## config.mk

```make
export PLATFORM = sky130hd
export DESIGN_NAME = gc_arbiter
export DESIGN_NICKNAME = d
export VERILOG_FILES = /design/src/rtl/gc_arbiter.sv
export SDC_FILE = /design/constraint.sdc
export NUM_CORES = 1
export LEC_CHECK = 0
export CAP_MARGIN = 40
export CORE_UTILIZATION = 60
export CTS_BUF_LIST = sky130_fd_sc_hd__clkbuf_8
export DETAILED_ROUTE_END_ITERATION = 16
export MAX_ROUTING_LAYER = met4
export PLACE_DENSITY_LB_ADDON = 0.08
export SLEW_MARGIN = 20
export SYNTH_ARGS = -nofsm -noshare
export SYNTH_HDL_FRONTEND = slang
export SYNTH_SLANG_ARGS = --single-unit
export TNS_END_PERCENT = 10
```

## constraint.sdc

```tcl
create_clock -name Clk -period 5.05 [get_ports Clk]
set_clock_uncertainty 0.05 [all_clocks]
set_input_delay 0.505 -clock Clk [delete_from_list [all_inputs] [get_ports Clk]]
set_output_delay 0.505 -clock Clk [all_outputs]
set_load 0.01 [all_outputs]
```

## src/rtl/gc_arbiter.sv

```systemverilog
// Round-robin arbiter that lets two requesters share one gC actuation block.
// Each grant runs a Start/Actuator handshake with timeouts that fall into a sticky FAULT state.
module gc_arbiter #(
    parameter int unsigned TIMEOUT = 16,
    parameter int unsigned HOLD    = 4
) (
    input  logic       Clk,
    input  logic       Rst_n,
    input  logic [1:0] Req,
    input  logic       Actuator,
    input  logic       ClrErr,
    output logic       Start,
    output logic [1:0] Gnt,
    output logic [1:0] Done,
    output logic       Busy,
    output logic       Err
);

    localparam logic [2:0] S_IDLE    = 3'd0;
    localparam logic [2:0] S_ARM     = 3'd1;
    localparam logic [2:0] S_HOLD    = 3'd2;
    localparam logic [2:0] S_RELEASE = 3'd3;
    localparam logic [2:0] S_DONE    = 3'd4;
    localparam logic [2:0] S_FAULT   = 3'd5;

    localparam logic [7:0] TO_LAST   = 8'(TIMEOUT - 1);
    localparam logic [7:0] HOLD_LAST = 8'(HOLD - 1);

    logic [2:0] state_q, state_d;
    logic [7:0] cnt_q, cnt_d;
    logic       owner_q, owner_d;
    logic       ptr_q, ptr_d;
    logic       actMeta_q, actSync_q;
    logic       start_q, start_d;
    logic [1:0] gnt_q, gnt_d;
    logic [1:0] done_q, done_d;
    logic       busy_q, busy_d;
    logic       err_q, err_d;
    logic       winner;
    logic       active;

    // The pointer only breaks ties; a lone requester always wins.
    always_comb begin
        winner = Req[1];
        if (Req[0] && Req[1]) begin
            winner = ptr_q;
        end
    end

    always_comb begin
        state_d = state_q;
        owner_d = owner_q;
        ptr_d   = ptr_q;
        case (state_q)
            S_IDLE: begin
                if ((Req != 2'b00) && !actSync_q) begin
                    state_d = S_ARM;
                    owner_d = winner;
                end
            end
            S_ARM: begin
                if (actSync_q) begin
                    state_d = S_HOLD;
                end else if (cnt_q == TO_LAST) begin
                    state_d = S_FAULT;
                end
            end
            S_HOLD: begin
                if (cnt_q == HOLD_LAST) begin
                    state_d = S_RELEASE;
                end
            end
            S_RELEASE: begin
                if (!actSync_q) begin
                    state_d = S_DONE;
                end else if (cnt_q == TO_LAST) begin
                    state_d = S_FAULT;
                end
            end
            S_DONE: begin
                state_d = S_IDLE;
                ptr_d   = ~owner_q;
            end
            S_FAULT: begin
                if (ClrErr && !actSync_q) begin
                    state_d = S_IDLE;
                end
            end
            default: state_d = S_IDLE;
        endcase
    end

    // One counter serves ARM/RELEASE timeouts and the HOLD length; it restarts on every state change.
    always_comb begin
        cnt_d = 8'd0;
        if ((state_d == state_q) &&
            ((state_q == S_ARM) || (state_q == S_HOLD) || (state_q == S_RELEASE))) begin
            cnt_d = cnt_q + 8'd1;
        end
    end

    // Outputs are decoded from the next state so the registered copies line up with the state register.
    always_comb begin
        active  = (state_d == S_ARM) || (state_d == S_HOLD) ||
                  (state_d == S_RELEASE) || (state_d == S_DONE);
        start_d = (state_d == S_ARM) || (state_d == S_HOLD);
        gnt_d   = 2'b00;
        if (active) begin
            gnt_d = owner_d ? 2'b10 : 2'b01;
        end
        done_d = 2'b00;
        if (state_d == S_DONE) begin
            done_d = owner_d ? 2'b10 : 2'b01;
        end
        busy_d = (state_d != S_IDLE);
        err_d  = (state_d == S_FAULT);
    end

    always_ff @(posedge Clk or negedge Rst_n) begin
        if (!Rst_n) begin
            state_q   <= S_IDLE;
            cnt_q     <= 8'd0;
            owner_q   <= 1'b0;
            ptr_q     <= 1'b0;
            actMeta_q <= 1'b0;
            actSync_q <= 1'b0;
            start_q   <= 1'b0;
            gnt_q     <= 2'b00;
            done_q    <= 2'b00;
            busy_q    <= 1'b0;
            err_q     <= 1'b0;
        end else begin
            state_q   <= state_d;
            cnt_q     <= cnt_d;
            owner_q   <= owner_d;
            ptr_q     <= ptr_d;
            actMeta_q <= Actuator;
            actSync_q <= actMeta_q;
            start_q   <= start_d;
            gnt_q     <= gnt_d;
            done_q    <= done_d;
            busy_q    <= busy_d;
            err_q     <= err_d;
        end
    end

    assign Start = start_q;
    assign Gnt   = gnt_q;
    assign Done  = done_q;
    assign Busy  = busy_q;
    assign Err   = err_q;

endmodule

```

# Word-level counts from Yosys, hierarchy flattened
# Cells that the tools add are included.
# classes
eq_ne,13
reduce_logical,13
n_bitwise,1
mux,14
add_sub_neg,1
# ops
cell,n
$mux 3,6
$pmux 3 s5,1
$eq 3x2->1 const B,4
$eq 3x3->1 const B,4
$add 8x1->8 const B,1
$eq 8x2->1 const B,1
$eq 8x4->1 const B,1
$mux 8,1
$eq 3x1->1 const B,2
$mux 2,3
$logic_or 1x1->1,5
$logic_and 1x1->1,4
$eq 3x3->1,1
$logic_not 3->1,1
$mux 1,3
$reduce_bool 3->1,1
$reduce_bool 2->1,1
$logic_not 1->1,1
$not 1->1,1
# totals
wordCells,53
out_inout_bits,7
inputBits,6
reg_bits,22

# Depth between registers and ports, before layout
# Gate-level depths: netlist of run 1.
# depth
ltp_word,9
depth_mapped,6
depth_no_buf,6

# Least setup slack after synthesis of run 1
# Ideal clock, no wire load.
# synth_path
path_kind,reg2reg
from,register cnt_q[0]
to,"register start_q, in the netlist Start"
path_buffers,0
stages_incl_launch_ff,7
setup_time_ns,0.119
period_less_slack_ns,1.616
slack_ns,3.434
t_required_ns,4.881
arrival_time_ns,1.447
cell_sequence,dfrtp_1 -> ha_1 -> nand3_1 -> and3b_4 -> nor4_4 -> xnor2_1 -> nor2_2
# synth_between
elab_chain_len,6
elab_cells_between_ends,10
cone_classes,eq/ne (4); mux (5); reduce/logical (1)
# synth_rtl
element,line_no,text
"start, declared",30,"logic [7:0] cnt_q, cnt_d;"
"start signal, assigned",134,cnt_q <= cnt_d;
$eq 8x4->1,"64, 76",
$mux 3,"64, 76",
"$mux 3, on equally long branches","74, 62",
$pmux 3 s5 *,54,case (state_q)
net state_d[1],29,"logic [2:0] state_q, state_d;"
$eq 3x1->1 or $eq 3x2->1 (tied branches),106,start_d = (state_d == S_ARM) || (state_d == S_HOLD);
$logic_or 1x1->1 *,106,
net start_d,34,"logic start_q, start_d;"
"end signal, assigned",139,start_q <= start_d;
"end, declared",34,
# Mark *: on every way through the listed nets, which the timed path passes. The rest lies on a longest branch.
# A chain may end at the register's enable or synchronous reset.

# Worst setup path after layout of run 1
# layout_path
from,input Req[1]
to,"register gnt_q[1], in the netlist Gnt[1]"
# layout_between
elab_chain_len,9
elab_cells_between_ends,17
cone_classes,eq/ne (4); mux (7); reduce/logical (6)
# layout_rtl
element,line_no,text
"start, declared",9,"input logic [1:0] Req,"
$reduce_bool 2->1 *,56,if ((Req != 2'b00) && !actSync_q) begin
$logic_and 1x1->1 *,56,
$mux 3 *,56,
$pmux 3 s5 *,54,
net state_d[0],29,
$eq 3x1->1 or $eq 3x2->1 (tied branches),104,active = (state_d == S_ARM) || (state_d == S_HOLD) ||
$logic_or 1x1->1 (2 in series),104,
$logic_or 1x1->1 *,105,(state_d == S_RELEASE) || (state_d == S_DONE);
$mux 2 *,108,if (active) begin
net gnt_d[1],35,"logic [1:0] gnt_q, gnt_d;"
"end signal, assigned",140,gnt_q <= gnt_d;
"end, declared",35,
# Marks and branches as above.

==> results.txt, run 1 <==
CP Launch Type: primary input
GRT Residual Overflow: 0
CP top delay family: simple AND/OR/NAND/NOR gates
cts hold-fix bufs: 0
max_slew headroom: 61.88%
VDD IR-drop max: 0.3046 mV
CP peak stage delay: 0.43 ns
Worst-Margin Slew: 0.5700 ns
Syn-to-layout area delta: 17.52%
simple logic cell fraction of the synthesized area: 28.44%
largest net degree at the start of global routing: 14
min Tclk post-route: 1.896 ns
commonest non-fill, non-tap cell in the layout: dfrtp_1
filler instances: 122
crit share post-route: 37.55%
Worst-path clk slew: 0.08 ns
gpl congestion: 0.7458
post-synthesis sequential area ratio: 50.06%
post-CTS sizing: 0
die height: 44.82 µm
total wire length: 1920 µm
drt initial violations: 11
Synth Area in Adders: 1.138%
CP max FO: 3
TritonCTS clock tree: done
register area: 550.5 µm²
vias in the first global route: 744
final hold viol count: 0
antenna violations before repair: 0
layout cells sized above 1: 18.35%
Final setup viols: 0
Max Clock Freq: 527.4 MHz
Synth Area in Compound Gates: 8.191%
kind of critical path: primary input to register
Die Span X: 44.82 µm
DRC Markers: 0
Hold WS: 0.3110 ns
postcts setup bufs: 0
worst hold-check path type: register to register
Yosys warnings: 0
Crit. End Element: register
P_leak: 0.5504 nW
Initial Util: 63.70%
I/O Pins: 13
Max Cap Violations: 0
PortBufs: 12
Yosys reg bits: 22
worst endpoint required time: 5.15 ns
hold depth: 0
number of nets with antenna violations after routing: 0
cell count after synthesis: 96
Core Rows: 15
WP data arrival: 1.99 ns
CTS root buffer: clkbuf_8
Crit path top cell by count: nor3_2
CP max stage cell: clkdlybuf4s50_1
Multi-input gate area: 485.5 µm²
Post-Synthesis Mean Instance Area: 11.46 µm²
worst skew pair latency: 0.26 ns
mux contribution to synthesized area: 0%
first-pass GRT wire length: 3146 µm
Buf/Inv on CP: 1
Worst Reg-to-Reg Cells: 6
status: complete, no violations
post-synthesis cell area: 0.001100 mm²
syn_nets: 103
CTS buffer count: 3
Final Max Slew Viols: 0
unrepaired setup endpoints after global routing: no
largest family of logic cells by synthesized area: simple AND/OR/NAND/NOR gates
WL/cell: 14.33 µm
PwrDens: 533.1 mW/mm²
die footprint: 0.002008 mm²
setup tns final: 0 ns
# diodes: 0
DP HPWL: 1370 µm
CP Cell Sequence: clkdlybuf4s50_1 > or2_2 > a22oi_1 > o211ai_2 > nor3_2 > nor3_2
core box area: 0.001727 mm²
First-pass DRT Iterations: 4
detail-routed via count per cell: 5.530
Worst path depth: 6
most frequent cells in the layout: dfrtp_1, nor2_1, clkdlybuf4s50_1, nand2b_1, xnor2_1
CTS sink cnt: 22
H-tree depth: 1
clock tree buffer depth: 2
Via Count: 741
Nets: 117
Cell variety after synth: 32
Post-Synth XOR/XNOR Area: 6.371%
Overall Global Routing Usage: 23.21%
## sequential cells by signal, indices dropped and copies added (netlist names)
name and flops:
Busy 1, Done 2, Err 1, Gnt 2, Start 1, actMeta_q 1, actSync_q 1, cnt_q 8
owner_q 1, ptr_q 1, state_q 3
## final cells by class
type                            instances  share of cell area, %
Timing Repair Buffer                   13                  10.46
Sequential cell                        22                  42.59
Tap cell                               25                  2.420
Multi-Input combinational cell         65                  37.56
Inverter                                5                  1.452
Clock inverter                          1                  2.323
Clock buffer                            3                  3.195
## synthesized netlist by cell type
| master | n | area, µm² |
|---|---|---|
| nor3_1 | 4 | 20.02 |
| inv_1 | 3 | 11.26 |
| buf_6 | 4 | 45.04 |
| and2_4 | 1 | 8.760 |
| a21oi_1 | 2 | 10.01 |
| nor2_1 | 13 | 48.80 |
| nor2_2 | 1 | 6.260 |
| nand3_1 | 3 | 15.01 |
| and3b_4 | 1 | 12.51 |
| o22ai_1 | 1 | 6.260 |
| nor2_4 | 1 | 11.26 |
| a2111o_1 | 1 | 11.26 |
| a31oi_1 | 1 | 6.260 |
| o211ai_2 | 1 | 12.51 |
| xor2_1 | 3 | 26.28 |
| nand2_1 | 3 | 11.26 |
| xnor2_1 | 5 | 43.79 |
| a311o_1 | 1 | 10.01 |
| and4b_1 | 1 | 10.01 |
| inv_2 | 2 | 7.510 |
| nor3_2 | 3 | 30.03 |
| nor2b_1 | 4 | 25.02 |
| a32oi_2 | 1 | 16.27 |
| nand4_1 | 1 | 6.260 |
| a41o_1 | 1 | 10.01 |
| ha_1 | 1 | 12.51 |
| a22oi_1 | 1 | 7.510 |
| dfrtp_1 | 22 | 550.5 |
| nor4_4 | 3 | 63.81 |
| or2_2 | 1 | 6.260 |
| nand2b_1 | 5 | 31.28 |
| and3_1 | 1 | 6.260 |
## worst paths after layout
| kind | from | end | slack (ns) |
|---|---|---|---|
| worst max-delay path | Req[1] | Gnt[1]$_DFF_PN0_ | 3.15 |
| worst min-delay path | actMeta_q$_DFF_PN0_ | actSync_q$_DFF_PN0_ | 0.31 |
| worst max register to register | cnt_q[0]$_DFF_PN0_ | Gnt[1]$_DFF_PN0_ | 3.24 |
| worst min register to register | actMeta_q$_DFF_PN0_ | actSync_q$_DFF_PN0_ | 0.31 |
| max in group asynchronous | Rst_n | ptr_q$_DFFE_PN0N_ | 3.93 |
| min in group asynchronous | Rst_n | cnt_q[4]$_DFF_PN0_ | 0.55 |
## worst register-to-register path, stage by stage, from the launching register on
cell and delay (ns):
dfrtp_1 0.41, ha_1 0.26, nand3_1 0.18, and3b_4 0.24
nor4_4 0.30, nor3_2 0.12, nor3_2 0.17
## per-layer routing
| layer | track usage, % | routed length [µm] | vias up |
|---|---|---|---|
| li1 | - | - | 352 |
| met1 | 26.19 | 848 | 377 |
| met2 | 39.41 | 1010 | 10 |
| met3 | 4.000 | 51 | 2 |
| met4 | 12.12 | 10 | 0 |
| met5 | - | 0 | - |
## power breakdown
part	switching (mW)	leakage (nW)	internal [mW]
clock network	0.0566	0.0357	0.106
logic	0.126	0.231	0.126
registers	0.0526	0.284	0.222
total	0.236	0.550	0.453
## per-stage QoR
step	worst slack [ns]	total power, mW	utilization, %	cell area (µm²)	instances
4_1_cts	3.136	0.6947	74.86	1292	134
6_report	3.154	0.6891	74.86	1292	134
2_1_floorplan	3.434	0.4655	-	1100	96
3_5_place_dp	2.861	0.5299	70.72	1221	130
5_1_grt	3.080	0.7295	74.86	1292	134
3_3_place_gp	2.913	0.5209	69.86	1206	129
## logic make-up (layout without fill, tap and decap cells)
logic type / Yosys count / in the layout
AO/OA/AOI/OAI: 10 / 10
AND/OR/NAND/NOR: 46 / 46
flip-flops: 22 / 22
buffers and inverters: 9 / 22
XOR/XNOR: 8 / 8
adder cells (fa/ha/maj): 1 / 1
Power figures use the tool's default switching activity.
==> run 2: changes to the inputs <==
--- a/config.mk
+++ b/config.mk
@@ -6,7 +6,7 @@
 export NUM_CORES = 1
 export LEC_CHECK = 0
 export CAP_MARGIN = 40
-export CORE_UTILIZATION = 60
+export CORE_UTILIZATION = 51
 export CTS_BUF_LIST = sky130_fd_sc_hd__clkbuf_8
 export DETAILED_ROUTE_END_ITERATION = 16
 export MAX_ROUTING_LAYER = met4
==> constraint.sdc (replaced) <==
create_clock -name Clk -period 1.59 [get_ports Clk]
set_clock_uncertainty 0.05 [all_clocks]
set_input_delay 0.159 -clock Clk [delete_from_list [all_inputs] [get_ports Clk]]
set_output_delay 0.159 -clock Clk [all_outputs]
set_load 0.01 [all_outputs]
==> run 2 against run 1 <==
The run now ends with setup timing left. Register-to-register slack worse by 3.3 ns. Critical path depth unchanged. Non-clock buffer count up 21. Sequential power rose to 3.0 times the previous value. Count of clock-buffer cells in the layout unchanged.
==> results.txt, run 2 (synthesized netlist as in run 1, its figures left out) <==
status: finished, violations left (was complete, no violations)
violated checks: setup timing
crit share post-route: 104.5%
Worst-Margin Slew: 0.4439 ns (was 0.5700 ns)
Buf/Inv on CP: 1 (unchanged)
unrepaired setup endpoints after global routing: yes (was no)
reg2reg start: state_q[2]$_DFF_PN0_ (was cnt_q[0]$_DFF_PN0_)
Layout Cells excl Fill: 157 (was 134)
CP max FO: 8 (was 3)
setup ws final: -0.07224 ns (was 3.154 ns)
setup tns final: -0.1195 ns (was 0 ns)
R2R setup slack: -0.07 ns (was 3.24 ns)
pre-CTS WS: -0.2127 ns (was 2.861 ns)
CP top delay family: simple AND/OR/NAND/NOR gates (unchanged)
core box area: 0.002002 mm² (was 0.001727 mm²)
sw frac: 33.71% (was 34.19%)
P_sw: 0.8123 mW (was 0.2356 mW)
final hold viol count: 0 (unchanged)
crit path to: Gnt[0]$_DFF_PN0_ (was Gnt[1]$_DFF_PN0_)
drt initial violations: 15 (was 11)
Int Power: 1.597 mW (was 0.4535 mW)
Final Max Slew Viols: 0 (unchanged)
vias in the first global route: 861 (was 744)
TritonCTS clock tree: done (unchanged)
worst endpoint required time: 1.69 ns (was 5.15 ns)
First-pass DRT Iterations: 4 (unchanged)
total wire length: 2205 µm (was 1920 µm)
Overall Global Routing Usage: 22.55% (was 23.21%)
Via Count: 810 (was 741)
top flop regs: cnt_q: 8 flops, state_q: 3 flops (unchanged)
CP max stage cell: dfrtp_1 (was clkdlybuf4s50_1)
Crit. End Element: register (unchanged)
WP data arrival: 1.76 ns (was 1.99 ns)
CTS root buffer: clkbuf_8 (unchanged)
Nets: 138 (was 117)
Worst path depth: 6 (unchanged)
Clk pwr share: 21.7% (was 23.6%)
H-tree depth: 1 (unchanged)
clock tree buffer depth: 2 (unchanged)
worst skew pair latency: 0.26 ns (about the same)
worst hold-check path type: primary input to asynchronous set/reset pin (was register to register)
fin util: 74.06% (was 74.86%)
Max Cap Violations: 0 (unchanged)
CTS sink cnt: 22 (unchanged)
GRT Residual Overflow: 0 (unchanged)
sequential power share: 34.8% (was 39.8%)
largest net degree at the start of global routing: 23 (was 14)
CP peak stage delay: 0.49 ns (was 0.43 ns)
cts hold-fix bufs: 0 (unchanged)
WL/cell: 14.04 µm (was 14.33 µm)
min Tclk post-route: 1.662 ns
reg2reg end: Gnt[0]$_DFF_PN0_ (was Gnt[1]$_DFF_PN0_)
P_leak: 0.6599 nW (was 0.5504 nW)
DP HPWL: 1552 µm (was 1370 µm)
PortBufs: 12 (unchanged)
DRC Markers: 0 (unchanged)
logic gate share of total power: 43.5% (was 36.6%)
Die Span X: 48.44 µm (was 44.82 µm)
Worst Setup SP: state_q[2]$_DFF_PN0_ (was Req[1])
detail-routed via count per cell: 5.159 (was 5.530)
Core Rows: 16 (was 15)
Worst-path clk slew: 0.08 ns (about the same)
commonest non-fill, non-tap cell in the layout: buf_4 (was dfrtp_1)
gpl congestion: 0.8596 (was 0.7458)
Initial Util: 54.94% (was 63.70%)
VDD IR-drop max: 1.155 mV (was 0.3046 mV)
kind of critical path: register to register (was primary input to register)
die height: 48.44 µm (was 44.82 µm)
# diodes: 0 (unchanged)
first-pass GRT wire length: 3801 µm (was 3146 µm)
layout cells sized above 1: 38.46% (was 18.35%)
max_slew headroom: 70.18% (was 61.88%)
Final setup viols: 2 (was 0)
Syn-to-layout area delta: 34.81% (was 17.52%)
PwrDens: 1625 mW/mm² (was 533.1 mW/mm²)
number of nets with antenna violations after routing: 0 (unchanged)
most frequent cells in the layout: buf_4, dfrtp_1, nor2_1, clkdlybuf4s50_1, xnor2_1 (was dfrtp_1, nor2_1, clkdlybuf4s50_1, nand2b_1, xnor2_1)
CP Launch Type: register (was primary input)
max reg flops: 8 (unchanged)
Worst Reg-to-Reg Cells: 6 (unchanged)
antenna violations before repair: 0 (unchanged)
Max Clock Freq: 601.6 MHz
die footprint: 0.002346 mm² (was 0.002008 mm²)
CP Cell Sequence: buf_4 > nor2b_1 > and4b_1 > a21oi_2 > nor2_1 > nor3_2 (was clkdlybuf4s50_1 > or2_2 > a22oi_1 > o211ai_2 > nor3_2 > nor3_2)
Most flops, register: cnt_q (unchanged)
I/O Pins: 13 (unchanged)
CTS buffer count: 3 (unchanged)
dpl cells: 150 (was 130)
run 2: power groups by stage:
stage	Clock, mW	Combinational [mW]	Sequential (mW)
after global routing	0.549	1.15	0.860
after floorplan	0	0.668	0.812
final	0.524	1.05	0.838
after detailed placement	0	0.990	0.840
after global placement	0	0.965	0.837
after CTS	0.539	1.01	0.834
run 2: layer usage:
layer | part of all wire (%) | GRT usage (%)
met5 | 0 | -
met2 | 51 | 38.03
met4 | 3.1 | 11.27
met3 | 3.9 | 4.088
met1 | 42 | 25.83
run 2: worst reg2reg max path, stage by stage (launching register included):
cell and delay, ns:
dfrtp_1 0.49, buf_4 0.21, nor2b_1 0.15, and4b_1 0.27, a21oi_2 0.06, nor2_1 0.25, nor3_2 0.08
run 2: worst min-delay path by stage:
stage,endpoint,slack [ns],depth (start not counted),from
detailed placement,actSync_q$_DFF_PN0_,0.31,0,actMeta_q$_DFF_PN0_
floorplan,Busy$_DFF_PN0_,-0.19,0,Rst_n
global placement,actSync_q$_DFF_PN0_,0.28,0,actMeta_q$_DFF_PN0_
CTS,Err$_DFF_PN0_,0.20,2,Rst_n
finish,Err$_DFF_PN0_,0.19,2,Rst_n
global route,Err$_DFF_PN0_,0.22,2,Rst_n
run 2: timing repair:
| item | 4_1_cts | 5_1_grt |
|---|---|---|
| buffers inserted | 3 | 0 |
| endpoints found under the setup margin | 12 | 13 |
| pin swaps | 8 | 3 |
| gates resized for setup | 6 | 5 |
| hold endpoints to repair | 0 | 0 |
run 2: metrics by stage:
step                total power, mW  hold slack, ns  cell area, µm²
floorplan                     1.480         -0.1866            1100
global placement              1.802          0.2837            1351
detailed placement            1.830          0.3063            1351
CTS                           2.385          0.1957            1461
global route                  2.559          0.2190            1483
finish                        2.410          0.1893            1483
run 2: final cells by class:
| type | instances | area [µm²] |
|---|---|---|
| flip-flops and latches | 22 | 553.0 |
| fillers | 147 | 519.2 |
| multi-input cells | 65 | 516.7 |
| repair buffers | 34 | 289.0 |
| clock buffers | 3 | 41.29 |
| well taps | 27 | 33.78 |
| clock inverters | 1 | 30.03 |
| inverters | 5 | 18.77 |
